<file path="src/rtl/kernel_rr_node_arbiter.sv">
// Round-robin arbiter that shares one fixed-latency two-operand leaf node among
// NREQ requesters, tagging each issue and steering the result back to its owner.
module kernel_rr_node_arbiter #(
  parameter int unsigned STREAMW = 32,
  parameter int unsigned NREQ    = 4,
  parameter int unsigned IDXW    = 2,
  parameter int unsigned LAT     = 1,
  parameter int unsigned CNTW    = 16
) (
  input  logic                     clk,
  input  logic                     rst,
  input  logic [NREQ-1:0]          req_valid,
  input  logic [NREQ*STREAMW-1:0]  req_in1,
  input  logic [NREQ*STREAMW-1:0]  req_in2,
  output logic [NREQ-1:0]          req_ready,
  output logic                     node_ivalid,
  output logic [STREAMW-1:0]       node_in1,
  output logic [STREAMW-1:0]       node_in2,
  input  logic                     node_iready,
  output logic                     node_oready,
  input  logic                     node_ovalid,
  input  logic [STREAMW-1:0]       node_out,
  output logic [NREQ-1:0]          res_valid,
  output logic [NREQ*STREAMW-1:0]  res_data,
  input  logic [NREQ-1:0]          res_ready,
  output logic [CNTW-1:0]          ops_done,
  output logic                     tag_err
);

  localparam logic [3:0] QUIET_INIT = 4'(LAT);

  logic [NREQ-1:0] inflight;
  logic [NREQ-1:0] busy;
  logic [NREQ-1:0] eligible;
  logic [NREQ-1:0] grant;
  logic [IDXW-1:0] grant_idx;
  logic [IDXW-1:0] last;
  logic            tag_v   [LAT];
  logic [IDXW-1:0] tag_idx [LAT];
  logic            wb_v;
  logic [IDXW-1:0] wb_idx;
  logic [3:0]      quiet;

  assign busy        = inflight | res_valid;
  assign eligible    = req_valid & ~busy & {NREQ{node_iready}};
  assign req_ready   = grant;
  assign node_ivalid = |grant;
  assign node_oready = 1'b1;
  assign wb_v        = tag_v[LAT-1];
  assign wb_idx      = tag_idx[LAT-1];

  always_comb begin
    logic        found;
    int unsigned idx;
    grant     = '0;
    grant_idx = '0;
    found     = 1'b0;
    idx       = 0;
    for (int unsigned off = 1; off <= NREQ; off++) begin
      idx = (32'(last) + off) % NREQ;
      if (!found && eligible[idx]) begin
        found      = 1'b1;
        grant[idx] = 1'b1;
        grant_idx  = IDXW'(idx);
      end
    end
  end

  always_comb begin
    node_in1 = '0;
    node_in2 = '0;
    for (int unsigned i = 0; i < NREQ; i++) begin
      if (grant[i]) begin
        node_in1 = req_in1[i*STREAMW +: STREAMW];
        node_in2 = req_in2[i*STREAMW +: STREAMW];
      end
    end
  end

  // quiet masks tag/ovalid mismatches for LAT cycles after reset, while results
  // of operations issued before reset are still draining out of the node.
  always_ff @(posedge clk) begin
    if (rst) begin
      for (int unsigned s = 0; s < LAT; s++) begin
        tag_v[s]   <= 1'b0;
        tag_idx[s] <= '0;
      end
      last      <= IDXW'(NREQ-1);
      inflight  <= '0;
      res_valid <= '0;
      res_data  <= '0;
      ops_done  <= '0;
      tag_err   <= 1'b0;
      quiet     <= QUIET_INIT;
    end else begin
      tag_v[0]   <= |grant;
      tag_idx[0] <= grant_idx;
      for (int unsigned s = 1; s < LAT; s++) begin
        tag_v[s]   <= tag_v[s-1];
        tag_idx[s] <= tag_idx[s-1];
      end
      if (|grant) last <= grant_idx;
      if (quiet != 4'd0) quiet <= quiet - 4'd1;
      else if (wb_v != node_ovalid) tag_err <= 1'b1;
      if (wb_v) ops_done <= ops_done + 1'b1;
      for (int unsigned i = 0; i < NREQ; i++) begin
        if (wb_v && wb_idx == IDXW'(i)) begin
          res_valid[i]                  <= 1'b1;
          res_data[i*STREAMW +: STREAMW] <= node_out;
          inflight[i]                   <= 1'b0;
        end else if (res_valid[i] && res_ready[i]) begin
          res_valid[i] <= 1'b0;
        end
        if (grant[i]) inflight[i] <= 1'b1;
      end
    end
  end

endmodule

</file>
<file path="config.mk">
export PLATFORM = sky130hd
export DESIGN_NAME = kernel_rr_node_arbiter
export DESIGN_NICKNAME = d
export VERILOG_FILES = /design/src/rtl/kernel_rr_node_arbiter.sv
export SDC_FILE = /design/constraint.sdc
export NUM_CORES = 1
export LEC_CHECK = 0
export BUFFER_PORTS_ARGS = -buffer_cell sky130_fd_sc_hd__buf_2
export CELL_PAD_IN_SITES_DETAIL_PLACEMENT = 0
export CELL_PAD_IN_SITES_GLOBAL_PLACEMENT = 2
export CORE_AREA = 2 2 200 202
export CTS_BUF_LIST = sky130_fd_sc_hd__clkbuf_16
export CTS_CLUSTER_DIAMETER = 60
export DETAILED_ROUTE_END_ITERATION = 8
export DIE_AREA = 0 0 202 204
export PLACE_DENSITY = 0.78
export SYNTH_ARGS = -nofsm -noshare
export SYNTH_HDL_FRONTEND = slang
export SYNTH_SLANG_ARGS = --single-unit
</file>
<file path="constraint.sdc">
create_clock -name clk -period 8.9 [get_ports clk]
set_input_delay 1.335 -clock clk [delete_from_list [all_inputs] [get_ports clk]]
set_output_delay 1.335 -clock clk [all_outputs]
set_load 0.02 [all_outputs]
</file>
After elaboration in Yosys (flattened, before gate mapping)
Memory sizes are Yosys's and may differ from the RTL's.
Index checks and enable logic that the tools add are counted.
{ "word_totals": {"mem_bits_rw": 3, "in_bits": 300, "wordCells": 134, "register_bits": 159, "memories": 2, "rom_bits": 0, "latchBits": 0} }
{ "mem_list": {"columns": ["memory", "words", "word_bits", "read_ports", "rd_clocked_by_memory_dff", "wr", "line", "source"], "rows": [
  ["tag_idx", 1, 2, 1, 0, 1, "39", "logic [IDXW-1:0] tag_idx [LAT];"],
  ["tag_v", 1, 1, 1, 0, 1, "38", "logic tag_v [LAT];"]
]} }
{ "op_classes": {"muxes": 58, "multipliers": 0, "n_lt_le_gt_ge": 8, "n_addsub": 6, "eq_ne": 4, "reduce_logical": 32, "n_bitwise": 8, "n_div": 0, "shifts": 0} }
{ "ops": {"columns": ["operator", "n"], "rows": [
  ["32-bit two-way mux", 8],
  ["1-bit two-way mux", 33],
  ["16-bit by 1-bit adder with 16-bit output, second input constant", 1],
  ["4-bit two-way mux", 4],
  ["4-bit OR", 4],
  ["2-bit nonzero test", 8],
  ["1-bit logical AND", 15],
  ["2-bit by 3-bit less-than comparator with 1-bit output, second input constant", 4],
  ["2-bit two-way mux", 5],
  ["4-bit bitwise AND", 2],
  ["1-bit binary-select mux with 2-bit select", 4],
  ["1-bit demux with 2-bit select", 4],
  ["2-bit by 1-bit >= comparator with 1-bit output, second input constant", 4],
  ["2-bit by 1-bit adder with 2-bit output, second input constant", 2],
  ["2-bit adder, second input constant", 2],
  ["2-bit equality test, second input constant", 2],
  ["4-bit NOT", 1],
  ["4-bit nonzero test", 1],
  ["4-bit OR reduction", 1],
  ["4-bit by 1-bit subtractor with 4-bit output, second input constant", 1],
  ["1-bit zero test", 3],
  ["2-bit by 1-bit equality test with 1-bit output, second input constant", 1],
  ["2-bit zero test", 1],
  ["2-bit AND reduction", 1],
  ["4 further kinds", 4]
]} }

Longest topological paths before layout
Gate-level depths: netlist of the first run.
{ "depth": {"ltp_word": 20, "ltp_mapped": 11, "mapped_depth_nobuf": 9} }

Worst setup path after synthesis of the first run
Ideal clock, no wire load.
{ "synth_timing": {"kind": "input-to-output", "startpoint": "in node_iready", "endpoint": "out node_in1[0]", "path_stages": 9, "slack_ps": 3969, "t_arrival_ps": 3596, "path_buffers": 2, "cell_sequence": "and4bb_2 -> mux4_2 -> and2_1 -> a22o_1 -> a221oi_2 -> buf_2 -> clkbuf_1 -> o21ai_0 -> o21ai_1"} }
{ "synth_between": {"elab_chain_len": 17} }
{ "synth_lines": {"columns": ["item", "line", "source"], "rows": [
  ["start: declaration", "19", "input logic node_iready,"],
  ["4-bit bitwise AND (*)", "45", "assign eligible = req_valid & ~busy & {NREQ{node_iready}};"],
  ["1-bit binary-select mux with 2-bit select", "61", "if (!found && eligible[idx]) begin"],
  ["1-bit two-way mux (not written as such)", "61", null],
  ["1-bit two-way mux", "61", null],
  ["1-bit zero test", "61", null],
  ["1-bit logical AND", "61", null],
  ["1-bit two-way mux", "61", null],
  ["1-bit zero test", "61", null],
  ["1-bit logical AND", "61", null],
  ["1-bit two-way mux", "61", null],
  ["1-bit zero test", "61", null],
  ["1-bit logical AND", "61", null],
  ["4-bit two-way mux (*)", "61", null],
  ["32-bit two-way mux (3 in a row)", "73", "if (grant[i]) begin"],
  ["32-bit two-way mux (*)", "73", null],
  ["end: declaration", "17", "output logic [STREAMW-1:0] node_in1,"]
]} }
Every way passes the cells marked *; elsewhere a longest branch is shown, timed or not. The select of a mux whose other input is x is not followed.

Worst setup path in the final report of the first run
{ "layout_timing": {"startpoint": "reg last[0]", "endpoint": "out node_in2[31]"} }
{ "layout_between": {"elab_chain_len": 17} }
{ "layout_lines": {"columns": ["item", "line", "source"], "rows": [
  ["start: declaration", "37", "logic [IDXW-1:0] last;"],
  ["start signal: assignment", "88", "last <= IDXW'(NREQ-1);"],
  ["start signal: assignment", "102", "if (|grant) last <= grant_idx;"],
  ["branches (longest 12 deep; another with 2-bit by 3-bit less-than comparator with 1-bit output)", null, null],
  ["4-bit two-way mux (*)", "61", null],
  ["32-bit two-way mux (3 in a row)", "73", null],
  ["32-bit two-way mux (*)", "73", null],
  ["end: declaration", "18", "output logic [STREAMW-1:0] node_in2,"]
]} }
Mark *: on every way between the ends. The select of a mux whose other input is x is not followed.

==> impl_results.rst, run 1 <==
.. list-table::
   :header-rows: 1

   * - Metric
     - Value
   * - Number of pins exceeding their max-slew limit in the final report
     - 0
   * - Number of fill cells in the layout
     - 4385
   * - Net switching power
     - 2360 uW
   * - Dpl ws
     - 2.55 ns
   * - Cells on Worst Hold Path
     - 2
   * - Proportion of layout cells with a drive suffix above 1
     - 38.0%
   * - Category of the critical setup timing path
     - register to primary output
   * - Count of flip-flops with a built-in enable after synthesis
     - 0
   * - Switching share of total power
     - 52.0%
   * - Placement Rows
     - 73
   * - Compound-gate portion of the synthesized area
     - 26.4%
   * - Worst path depth
     - 10
   * - Wire length of the first global-routing pass
     - 59.2 mm
   * - Number of global-route vias before repair
     - 9299
   * - Fraction of the mapped netlist area in adder cells
     - 1.43%
   * - Sink count of the clock tree
     - 162
   * - Max_cap viols
     - 0
   * - Final worst clock skew
     - 0.00825 ns
   * - Horizontal extent of the die
     - 202 um
   * - Core box area
     - 0.0392 mm2
   * - Highest net fanout along the worst path
     - 39
   * - CTS tree
     - done
   * - Cell leakage power
     - 0.00513 uW
   * - Internal power
     - 2180 uW
   * - Clock transition at the registers of the reported paths
     - 0.06 ns
   * - Number of antenna violations at the first check in global routing
     - 10
   * - Total Die Area
     - 0.0412 mm2
   * - Proportion of power drawn by flip-flops and latches
     - 19.8%
   * - Remaining max-slew budget at the tightest pin
     - 16.1%
   * - Part of the power in the clock network
     - 17.2%
   * - Number of buffers inserted to repair setup after CTS
     - 0
   * - Vertical extent of the die
     - 204 um
   * - Xor/xnor cell area share of the yosys netlist
     - 1.55%
   * - Most area-consuming cells after synthesis
     - sky130_fd_sc_hd__dfxtp_1 (41%), sky130_fd_sc_hd__nand2_1 (16%), sky130_fd_sc_hd__a21oi_1 (9.4%)
   * - Nets in the synthesized netlist
     - 1380
   * - Req. time, crit path
     - 7.57 ns
   * - Element type at the critical path start
     - register
   * - Outcome
     - completed
   * - Global routing usage summed across all routing layers
     - 18.9%
   * - Top FF cell, synth
     - sky130_fd_sc_hd__dfxtp_1
   * - Detailed Route WL
     - 41.0 mm
   * - Number of buffers added to fix hold violations after cts
     - 0
   * - Pin count of the biggest net entering global routing
     - 101
   * - Most instantiated cells after synthesis
     - sky130_fd_sc_hd__nand2_1 (335), sky130_fd_sc_hd__dfxtp_1 (162), sky130_fd_sc_hd__a21oi_1 (148)
   * - Worst-path cell chain
     - inv_2, ha_1, mux4_2, and2_1, a22o_1, a221oi_4, buf_4, o21ai_0, o21ai_1, buf_2
   * - Final setup violation count
     - 0
   * - Worst EP arrival
     - 5.00 ns
   * - Fraction of the mapped netlist area in simple logic gates
     - 22.4%
   * - Cell with the most instances after synthesis
     - sky130_fd_sc_hd__nand2_1
   * - Area used by multi-input combinational logic
     - 0.00428 mm2
   * - Setup repair after global routing missed its margin
     - no
   * - Overflow left after global routing
     - 0
   * - Worst Hold Class
     - register to register
   * - Worst ir drop on vdd
     - 0.182 mV
   * - Library cell contributing the largest single delay on the critical path
     - sky130_fd_sc_hd__a221oi_4
   * - Final weighted congestion in routability-driven placement
     - 0.891
   * - Slowest cell delay on critical path
     - 1.02 ns
   * - Starting utilization of the core area
     - 20.1%
   * - Number of instances in the synthesized netlist
     - 1071
   * - Clock insertion delay at the later pin of the skew report
     - 0.44 ns
   * - Dominant combinational cell family by area after synthesis
     - compound AO/OA/AOI/OAI gates
   * - Top-level port count
     - 519
   * - Vias per cell
     - 4.67
   * - Seq cells post-synth
     - 162
   * - DR WL/cell
     - 19.8 um
   * - Synth-to-Final Area Change
     - 46.1%
   * - Proportion of netlist area held by the largest area contributor
     - 41.1%
   * - Cell family contributing the most delay on the critical path
     - compound AO/OA/AOI/OAI gates
   * - Total number of vias
     - 9667
   * - CTS Root Cell
     - sky130_fd_sc_hd__clkbuf_16
   * - Setup TNS after final layout
     - 0 ns
   * - Combinational Power Share
     - 63.0%
   * - P per Cell Area
     - 394 mW/mm2
   * - Post-route DRC
     - 0
   * - Sequential share of the synthesized area
     - 41.1%
   * - Starting DRT DRC Count
     - 632
   * - Minimum period implied by the final worst setup slack
     - 6.33 ns
   * - Number of gates resized after cts
     - 0
   * - CTS HTree Levels
     - 4
   * - Buffers and inverters on the worst path
     - 3
   * - Worst Slack Setup Final
     - 2.57 ns
   * - Detailed-routing iteration count for the pre-antenna-repair pass
     - 6
   * - Mux share of post-synthesis cell area
     - 1.81%
   * - Half-perimeter wire length after placement
     - 30.5 mm
   * - Ys async rst share
     - 0%
   * - Buffer depth of the longest clock path
     - 2
   * - Buffers on Ports
     - 517
   * - Number of cells traversed by the worst register-to-register path
     - 10
   * - Unique masters post-synth
     - 47
   * - Slew at the pin closest to its max-slew limit
     - 1.26 ns
   * - Count of final hold-check violations
     - 0
   * - Upper clock frequency limit
     - 158 MHz
   * - Endpoint kind of the worst setup timing path
     - primary output
   * - Total number of nets in the final design
     - 1838
   * - Reg area
     - 0.00324 mm2
   * - Post-synthesis instance area
     - 0.00789 mm2
   * - Synth area leader
     - sky130_fd_sc_hd__dfxtp_1
   * - Num CTS Buffers
     - 17
   * - Share of the clock period used by the worst path after layout
     - 71.2%
   * - Count of antenna-violating nets left after detailed routing
     - 0
   * - Average cell area after synthesis
     - 7.37 um2
   * - Synth warnings
     - 0
-- state kept, by name, indices dropped and copies added, names as in the netlist --
| signal | count |
|---|---|
| inflight | 4 |
| res_valid | 4 |
| tag_idx | 2 |
| ops_done | 16 |
| last | 2 |
| quiet | 4 |
| res_data | 128 |
| tag_err | 1 |
| tag_v | 1 |
-- metal layers --
metal  routed length [um]  GRT usage, %  up-vias
met2                20900          33.5      347
met3                 2900          5.52       61
li1                     -             -     4647
met5                   40             0        -
met1                16300          21.8     4606
met4                  813          5.93        6
-- stage by stage --
step	instance area (um2)	power (uW)	util (%)	hold WS, ns	cells
2_1_floorplan	7890	2730	-	0.441	1071
3_3_place_gp	10900	3810	27.8	0.439	2035
3_5_place_dp	10900	3830	27.8	0.444	2035
4_1_cts	11500	4610	29.4	0.453	2067
5_1_grt	11500	4840	29.4	0.471	2070
6_report	11500	4540	29.4	0.452	2072
-- cells by family (layout without fill, tap and decap cells) --
group | count (synthesis) | after routing
AND/OR/NAND/NOR | 422 | 422
AO/OA/AOI/OAI | 356 | 356
flip-flops | 162 | 162
buffers and inverters | 99 | 570
XOR/XNOR | 14 | 14
adder cells (fa/ha/maj) | 9 | 9
multiplexers | 8 | 8
other | 1 | 6
-- cell usage in the layout (no fill, tap or decap), drive strengths merged, types with 4 or more instances in the layout --
| cell type | n |
|---|---|
| buf | 530 |
| mux4 | 5 |
| ha | 9 |
| or2 | 4 |
| diode | 5 |
| a221oi | 66 |
| or3 | 4 |
| dfxtp | 162 |
| and3 | 5 |
| nand4bb | 4 |
| xnor2 | 4 |
| xor2 | 10 |
| o21ai | 132 |
| clkbuf | 17 |
| nand2b | 6 |
| inv | 17 |
| nand2 | 335 |
| and4bb | 4 |
| a21oi | 148 |
| nand3 | 15 |
| nor2 | 31 |
-- final timing paths --
kind	start	end	slack (ns)
worst min register to register	res_data[94]$_SDFFE_PP0P_	res_data[94]$_SDFFE_PP0P_	0.45
worst max-delay path	last[0]$_SDFFE_PP1P_	node_in2[31]	2.57
worst min-delay path	res_data[94]$_SDFFE_PP0P_	res_data[94]$_SDFFE_PP0P_	0.45
worst max register to register	last[0]$_SDFFE_PP1P_	last[0]$_SDFFE_PP1P_	4.35
-- cell type report --
type / instances / area share, %
Antenna cell: 5 / 0.109
Clock buffer: 17 / 3.69
Clock inverter: 15 / 1.66
Inverter: 8 / 0.261
Multi-Input combinational cell: 810 / 37.1
Sequential cell: 162 / 28.1
Tap cell: 525 / 5.70
Timing Repair Buffer: 530 / 23.3
-- worst reg2reg max path, stage by stage (launching register included) --
cell and delay (ns):
sky130_fd_sc_hd__dfxtp_1 0.69, sky130_fd_sc_hd__inv_2 0.25, sky130_fd_sc_hd__ha_1 0.46, sky130_fd_sc_hd__mux4_2 0.56
sky130_fd_sc_hd__and2_1 0.21, sky130_fd_sc_hd__a22o_1 0.21, sky130_fd_sc_hd__a221oi_4 1.02, sky130_fd_sc_hd__inv_2 0.03
sky130_fd_sc_hd__buf_4 0.35, sky130_fd_sc_hd__nor4_4 0.48, sky130_fd_sc_hd__mux2i_1 0.24
-- power groups by stage --
stage	sequential (uW)	clock [uW]	combinational [uW]
2_1_floorplan	981	0	1740
3_3_place_gp	914	0	2890
5_1_grt	917	829	3100
3_5_place_dp	917	0	2910
4_1_cts	903	802	2910
6_report	901	780	2860
(Power assumes the default switching activity.)
==> run 2: changes to the inputs <==
--- a/config.mk
+++ b/config.mk
@@ -5,15 +5,16 @@
 export SDC_FILE = /design/constraint.sdc
 export NUM_CORES = 1
 export LEC_CHECK = 0
+export ABC_AREA = 1
 export BUFFER_PORTS_ARGS = -buffer_cell sky130_fd_sc_hd__buf_2
 export CELL_PAD_IN_SITES_DETAIL_PLACEMENT = 0
 export CELL_PAD_IN_SITES_GLOBAL_PLACEMENT = 2
-export CORE_AREA = 2 2 200 202
+export CORE_MARGIN = 1.5
+export CORE_UTILIZATION = 21
 export CTS_BUF_LIST = sky130_fd_sc_hd__clkbuf_16
 export CTS_CLUSTER_DIAMETER = 60
 export DETAILED_ROUTE_END_ITERATION = 8
-export DIE_AREA = 0 0 202 204
-export PLACE_DENSITY = 0.78
+export PLACE_DENSITY = 0.79
 export SYNTH_ARGS = -nofsm -noshare
 export SYNTH_HDL_FRONTEND = slang
 export SYNTH_SLANG_ARGS = --single-unit
==> constraint.sdc (replaced) <==
create_clock -name clk -period 5.9 [get_ports clk]
set_input_delay 0.885 -clock clk [delete_from_list [all_inputs] [get_ports clk]]
set_output_delay 0.885 -clock clk [all_outputs]
set_load 0.02 [all_outputs]
==> impl_results.rst, run 2 <==
.. list-table::
   :header-rows: 1

   * - Metric
     - Value
   * - Outcome
     - completed
   * - Number of buffers inserted to repair setup after CTS
     - 0
   * - Share of the clock period used by the worst path after layout
     - 81.8%
   * - Count of antenna-violating nets left after detailed routing
     - 0
   * - P per Cell Area
     - 630 mW/mm2
   * - Worst EP arrival
     - 3.94 ns
   * - Number of instances in the synthesized netlist
     - 1404
   * - Worst Hold Class
     - register to register
   * - Overflow left after global routing
     - 0
   * - Average cell area after synthesis
     - 6.44 um2
   * - Worst r2r src
     - last[0]$_SDFFE_PP1P_
   * - Remaining max-slew budget at the tightest pin
     - 33.3%
   * - Most instantiated cells after synthesis
     - sky130_fd_sc_hd__nand2_1 (380), sky130_fd_sc_hd__a21oi_1 (217), sky130_fd_sc_hd__dfxtp_1 (162)
   * - Library cell contributing the largest single delay on the critical path
     - sky130_fd_sc_hd__buf_4
   * - Total number of vias
     - 10800
   * - Max_cap viols
     - 0
   * - Buffer depth of the longest clock path
     - 2
   * - Vertical extent of the die
     - 211 um
   * - Number of antenna violations at the first check in global routing
     - 10
   * - CTS HTree Levels
     - 4
   * - Pin count of the biggest net entering global routing
     - 80
   * - Proportion of netlist area held by the largest area contributor
     - 35.9%
   * - Final weighted congestion in routability-driven placement
     - 0.838
   * - Element type at the critical path start
     - register
   * - Number of global-route vias before repair
     - 10300
   * - Detailed-routing iteration count for the pre-antenna-repair pass
     - 5
   * - Clock insertion delay at the later pin of the skew report
     - 0.43 ns
   * - Starting DRT DRC Count
     - 617
   * - Register-to-register path setup slack
     - 2.61 ns
   * - Setup repair after global routing missed its margin
     - no
   * - Detailed Route WL
     - 41.6 mm
   * - Slowest cell delay on critical path
     - 0.68 ns
   * - CTS tree
     - done
   * - Cell type with the highest occurrence count on the critical path
     - sky130_fd_sc_hd__nand2_1
   * - Upper clock frequency limit
     - 207 MHz
   * - Endpoint kind of the worst setup timing path
     - primary output
   * - Half-perimeter wire length after placement
     - 30.8 mm
   * - Buffers on Ports
     - 517
   * - Starting utilization of the core area
     - 21.4%
   * - CP startpoint
     - last[0]$_SDFFE_PP1P_
   * - Largest registers
     - res_data (128), ops_done (16)
   * - Category of the critical setup timing path
     - register to primary output
   * - Source of the worst hold timing path
     - quiet[0]$_SDFFE_PP1N_
   * - Placement Rows
     - 75
   * - Fraction of the core area covered by cells at the end of the flow
     - 29.7%
   * - Num CTS Buffers
     - 17
   * - Proportion of layout cells with a drive suffix above 1
     - 33.3%
   * - Nets in the synthesized netlist
     - 1713
   * - Cell leakage power
     - 0.00665 uW
   * - Worst ir drop on vdd
     - 0.272 mV
   * - Setup TNS after final layout
     - 0 ns
   * - DR WL/cell
     - 17.2 um
   * - Wire length of the first global-routing pass
     - 61.4 mm
   * - Final worst clock skew
     - 0.00747 ns
   * - Req. time, crit path
     - 5.02 ns
   * - Fin Hold WS
     - 0.456 ns
   * - Total Die Area
     - 0.0443 mm2
   * - Synth warnings
     - 0
   * - Number of gates resized after cts
     - 0
   * - Slew at the pin closest to its max-slew limit
     - 1.00 ns
   * - Post-route DRC
     - 0
   * - Minimum period implied by the final worst setup slack
     - 4.82 ns
   * - Commonest cells after routing, fill and taps aside
     - sky130_fd_sc_hd__buf_2 (517), sky130_fd_sc_hd__nand2_1 (380), sky130_fd_sc_hd__a21oi_1 (217)
   * - Total number of nets in the final design
     - 2169
   * - Final setup violation count
     - 0
   * - DP Cell Count
     - 2380
   * - CTS Root Cell
     - sky130_fd_sc_hd__clkbuf_16
   * - Horizontal extent of the die
     - 211 um
   * - Ys async rst share
     - 0%
   * - Core box area
     - 0.0422 mm2
   * - Sequential share of the synthesized area
     - 35.9%
   * - Synth area leader
     - sky130_fd_sc_hd__dfxtp_1
   * - Clock transition at the registers of the reported paths
     - 0.06 ns
   * - Synth-to-Final Area Change
     - 38.9%
   * - Unique masters post-synth
     - 34
   * - Count of flip-flops with a built-in enable after synthesis
     - 0
   * - Number of flip-flops under the largest register name
     - 128
   * - Leading cell type in the layout, fill and taps excluded
     - sky130_fd_sc_hd__buf_2
   * - Post-synthesis instance area
     - 0.00904 mm2
   * - Number of buffers added to fix hold violations after cts
     - 0
   * - Number of pins exceeding their max-slew limit in the final report
     - 0
   * - Reg area
     - 0.00324 mm2
   * - Top register by number of flip-flops
     - res_data
   * - Highest net fanout along the worst path
     - 65
   * - Number of fill cells in the layout
     - 4784
   * - Top-level port count
     - 519
   * - Cell with the most instances after synthesis
     - sky130_fd_sc_hd__nand2_1
   * - Count of final hold-check violations
     - 0
   * - Vias per cell
     - 4.46
   * - Area used by multi-input combinational logic
     - 0.00483 mm2
   * - Sink count of the clock tree
     - 162
   * - Final cell count without fillers
     - 2417
   * - Top FF cell, synth
     - sky130_fd_sc_hd__dfxtp_1
   * - Global routing usage summed across all routing layers
     - 18.0%
   * - Seq cells post-synth
     - 162
   * - Most area-consuming cells after synthesis
     - sky130_fd_sc_hd__dfxtp_1 (36%), sky130_fd_sc_hd__nand2_1 (16%), sky130_fd_sc_hd__a21oi_1 (12%)
   * - Worst-path cell chain
     - inv_4, ha_1, inv_1, nand3_2, nand2_4, inv_2, nand2_1, nand2_2, nor2_4, nand2_4, inv_2, buf_4, nand3_1, nand2_1, nand2_1, nand2_1, buf_2
run 2: cell count changes after synthesis, sizes merged, moves of 6 or more:
cell,previous run,this run
a21oi,148,217
a221oi,66,0
buf,24,49
clkbuf,67,51
inv,8,105
nand2,335,387
nand2b,6,0
nand3,15,165
nor2,31,160
o21ai,132,75
xor2,10,1
run 2: layout make-up:
cell class | count | area share (%)
multi-input cells | 1032 | 38.5
flip-flops and latches | 162 | 25.8
repair buffers | 537 | 21.9
well taps | 539 | 5.37
clock buffers | 17 | 3.39
inverters | 110 | 3.31
clock inverters | 15 | 1.61
diodes | 5 | 0.0996
run 2: layer usage:
metal  GRT usage, %  vias up  part of all wire, %  wire length [um]
met5              0        -                0.089                37
met4           5.42        6                  2.1               862
met3           6.42       50                  9.0              3750
met2           31.6      406                   49             20600
met1           20.3     4885                   39             16400
li1               -     5432                    -                 -
run 2: kinds of logic after synthesis:
group	share of synthesized area, %
and+or+nand+nor	35.1
AOI/OAI and AO/OA	16.5
buffers and inverters	11.0
DFF	35.9
adders and majority gates	1.25
xor gates and xnor gates	0.194
other	0.0415
run 2: power breakdown:
group          switching (uW)  leakage [uW]  internal (uW)
clock                     494      0.000305            714
sequential                106       0.00132           1270
combinational            3730       0.00503           1590
total                    4330       0.00665           3580
run 2: final timing paths:
check        depth (start not counted)                        to
max                                 17              node_in1[31]
min                                  2     quiet[0]$_SDFFE_PP1N_
max reg2reg                         15  inflight[1]$_SDFFE_PP0P_
min reg2reg                          2     quiet[0]$_SDFFE_PP1N_
run 2: through the flow:
step                      area [um2]  total power [uW]  setup slack [ns]
after floorplan                 9040              5160              2.70
after global placement         11900              6790              1.42
after detailed placement       11900              6770              1.50
after CTS                      12500              8000              1.06
after global routing           12600              8580             0.690
final                          12600              7910              1.08
run 2: critical path, delay by kind of cell (launching register included):
kind,cells,cell delay (ns)
simple gates,10,1.10
buf+inv,6,1.28
flops,1,0.63
fa+ha+maj,1,0.38
==> run 3: changes to the inputs <==
==> constraint.sdc (replaced) <==
create_clock -name clk -period 4.6 [get_ports clk]
set_input_delay 0.69 -clock clk [delete_from_list [all_inputs] [get_ports clk]]
set_output_delay 0.69 -clock clk [all_outputs]
set_load 0.02 [all_outputs]
==> impl_results.rst, run 3 (synthesis results as in run 2) <==
.. list-table::
   :header-rows: 1

   * - Metric
     - Value
   * - Source of the worst hold timing path
     - quiet[0]$_SDFFE_PP1N_
   * - Count of antenna-violating nets left after detailed routing
     - 0
   * - Count of final hold-check violations
     - 0
   * - Pin count of the biggest net entering global routing
     - 78
   * - Buffer depth of the longest clock path
     - 2
   * - Worst EP arrival
     - 3.53 ns
   * - Hold Crit Endpoint
     - quiet[0]$_SDFFE_PP1N_
   * - CTS Root Cell
     - sky130_fd_sc_hd__clkbuf_16
   * - Worst Hold Class
     - register to register
   * - Clock insertion delay at the later pin of the skew report
     - 0.44 ns
   * - Setup TNS after final layout
     - 0 ns
   * - Number of cells traversed by the worst register-to-register path
     - 14
   * - Total Die Area
     - 0.0443 mm2
   * - Commonest cells after routing, fill and taps aside
     - sky130_fd_sc_hd__buf_2 (517), sky130_fd_sc_hd__nand2_1 (380), sky130_fd_sc_hd__a21oi_1 (217)
   * - Total number of nets in the final design
     - 2176
   * - Combinational Power Share
     - 68.2%
   * - Worst r2r src
     - last[0]$_SDFFE_PP1P_
   * - P per Cell Area
     - 807 mW/mm2
   * - Synth-to-Final Area Change
     - 39.8%
   * - Part of the power in the clock network
     - 14.4%
   * - Leading cell type in the layout, fill and taps excluded
     - sky130_fd_sc_hd__buf_2
   * - CTS HTree Levels
     - 4
   * - Number of gates resized after cts
     - 0
   * - Max_cap viols
     - 0
   * - Share of the clock period used by the worst path after layout
     - 91.8%
   * - Total number of vias
     - 10800
   * - Core box area
     - 0.0422 mm2
   * - DP Cell Count
     - 2387
   * - Largest registers
     - res_data (128), ops_done (16)
   * - Proportion of layout cells with a drive suffix above 1
     - 33.6%
   * - Cell leakage power
     - 0.00670 uW
   * - Starting utilization of the core area
     - 21.4%
   * - Final cell count without fillers
     - 2427
   * - Num CTS Buffers
     - 17
   * - Minimum period implied by the final worst setup slack
     - 4.22 ns
   * - Buffers on Ports
     - 517
   * - Endpoint kind of the worst setup timing path
     - primary output
   * - Req. time, crit path
     - 3.91 ns
   * - Proportion of power drawn by flip-flops and latches
     - 17.4%
   * - Wire length of the first global-routing pass
     - 61.0 mm
   * - Remaining max-slew budget at the tightest pin
     - 40.2%
   * - Top-level port count
     - 519
   * - Number of buffers added to fix hold violations after cts
     - 0
   * - Number of buffers inserted to repair setup after CTS
     - 0
   * - Net switching power
     - 5600 uW
   * - Clock transition at the registers of the reported paths
     - 0.06 ns
   * - Category of the critical setup timing path
     - register to primary output
   * - DR WL/cell
     - 17.0 um
   * - Number of global-route vias before repair
     - 10300
   * - Worst Slack Setup Final
     - 0.378 ns
   * - Number of flip-flops under the largest register name
     - 128
   * - Placement Rows
     - 75
   * - Number of pins exceeding their max-slew limit in the final report
     - 0
   * - Fraction of the core area covered by cells at the end of the flow
     - 29.9%
   * - Detailed-routing iteration count for the pre-antenna-repair pass
     - 5
   * - Final setup violation count
     - 0
   * - Cells on Worst Hold Path
     - 2
   * - Outcome
     - completed
   * - Starting DRT DRC Count
     - 652
   * - Setup repair after global routing missed its margin
     - no
   * - Top register by number of flip-flops
     - res_data
   * - Dpl ws
     - 0.741 ns
   * - Upper clock frequency limit
     - 237 MHz
   * - Worst ir drop on vdd
     - 0.352 mV
   * - Sink count of the clock tree
     - 162
   * - Detailed Route WL
     - 41.2 mm
   * - Overflow left after global routing
     - 0
   * - Element type at the critical path start
     - register
   * - Worst R2R End
     - last[0]$_SDFFE_PP1P_
   * - Fin Hold WS
     - 0.457 ns
   * - Final weighted congestion in routability-driven placement
     - 0.888
   * - Horizontal extent of the die
     - 211 um
   * - Highest net fanout along the worst path
     - 44
   * - Vias per cell
     - 4.47
   * - Post-route DRC
     - 0
   * - Register-to-register path setup slack
     - 1.65 ns
   * - CTS tree
     - done
   * - Half-perimeter wire length after placement
     - 31.0 mm
   * - Switching share of total power
     - 54.9%
   * - Final worst clock skew
     - 0.0133 ns
   * - Internal power
     - 4600 uW
   * - Vertical extent of the die
     - 211 um
   * - Slew at the pin closest to its max-slew limit
     - 0.897 ns
   * - Global routing usage summed across all routing layers
     - 17.7%
   * - Number of antenna violations at the first check in global routing
     - 14
[run 3: changes by cell type in the layout (fill, tap and decap cells not counted)]
cell and change:
sky130_fd_sc_hd__buf_4 +2, sky130_fd_sc_hd__buf_12 +4, sky130_fd_sc_hd__clkinv_2 +1, sky130_fd_sc_hd__diode_2 +3
sky130_fd_sc_hd__clkinvlp_4 -2, sky130_fd_sc_hd__clkinv_4 +2, sky130_fd_sc_hd__buf_6 +1, sky130_fd_sc_hd__bufinv_16 -2
sky130_fd_sc_hd__inv_6 -1, sky130_fd_sc_hd__clkinv_8 +1, sky130_fd_sc_hd__clkinv_1 -1, sky130_fd_sc_hd__inv_8 +2
[run 3: cell type report]
cell class	count	area [um2]
diodes	8	20.0
clock buffers	17	425
clock inverters	15	176
fillers	4780	29600
inverters	110	415
multi-input cells	1032	4830
flip-flops and latches	162	3240
well taps	539	674
repair buffers	544	2860
[run 3: power by group through the flow]
stage | combinational [uW] | clock, uW | sequential [uW]
3_3_place_gp | 7010 | 0 | 1790
4_1_cts | 7020 | 1500 | 1780
2_1_floorplan | 4650 | 0 | 1970
3_5_place_dp | 6990 | 0 | 1800
5_1_grt | 7690 | 1560 | 1810
6_report | 6960 | 1470 | 1770
[run 3: per-layer routing]
layer / up-vias / wire length [um] / track usage (%)
met5: - / 55 / 0
met4: 10 / 607 / 4.53
met3: 39 / 3910 / 6.69
met2: 396 / 20600 / 31.7
met1: 4936 / 16000 / 19.7
li1: 5464 / - / -
[run 3: worst max-delay path: stages (launching register included)]
cell and delay, ns:
sky130_fd_sc_hd__dfxtp_1 0.60, sky130_fd_sc_hd__inv_4 0.12, sky130_fd_sc_hd__ha_1 0.38, sky130_fd_sc_hd__inv_1 0.12
sky130_fd_sc_hd__nand3_2 0.10, sky130_fd_sc_hd__nand2_4 0.13, sky130_fd_sc_hd__inv_2 0.07, sky130_fd_sc_hd__nand2_1 0.06
sky130_fd_sc_hd__nand2_1 0.06, sky130_fd_sc_hd__clkinv_1 0.07, sky130_fd_sc_hd__nand3_4 0.37, sky130_fd_sc_hd__buf_12 0.35
sky130_fd_sc_hd__a21oi_1 0.18, sky130_fd_sc_hd__nand2_1 0.07, sky130_fd_sc_hd__nand2_1 0.14, sky130_fd_sc_hd__nand2_1 0.08
sky130_fd_sc_hd__buf_2 0.16
[run 3: per-stage QoR]
step | total power, uW | cell area [um2]
finish | 10200 | 12600
global route | 11100 | 12600
CTS | 10300 | 12600
detailed placement | 8800 | 12000
global placement | 8810 | 12000
floorplan | 6620 | 9040
[run 3: how the worst max path moves through the flow]
| stage | startpoint | endpoint | slack (ns) |
|---|---|---|---|
| 2_1_floorplan | last[1]$_SDFFE_PP1P_ | node_in2[12] | 1.68 |
| 3_3_place_gp | last[0]$_SDFFE_PP1P_ | node_in1[26] | 0.84 |
| 3_5_place_dp | last[0]$_SDFFE_PP1P_ | node_in1[26] | 0.74 |
| 4_1_cts | last[0]$_SDFFE_PP1P_ | node_in1[26] | 0.26 |
| 5_1_grt | last[0]$_SDFFE_PP1P_ | node_in1[10] | 0.11 |
| 6_report | last[0]$_SDFFE_PP1P_ | node_in2[15] | 0.38 |
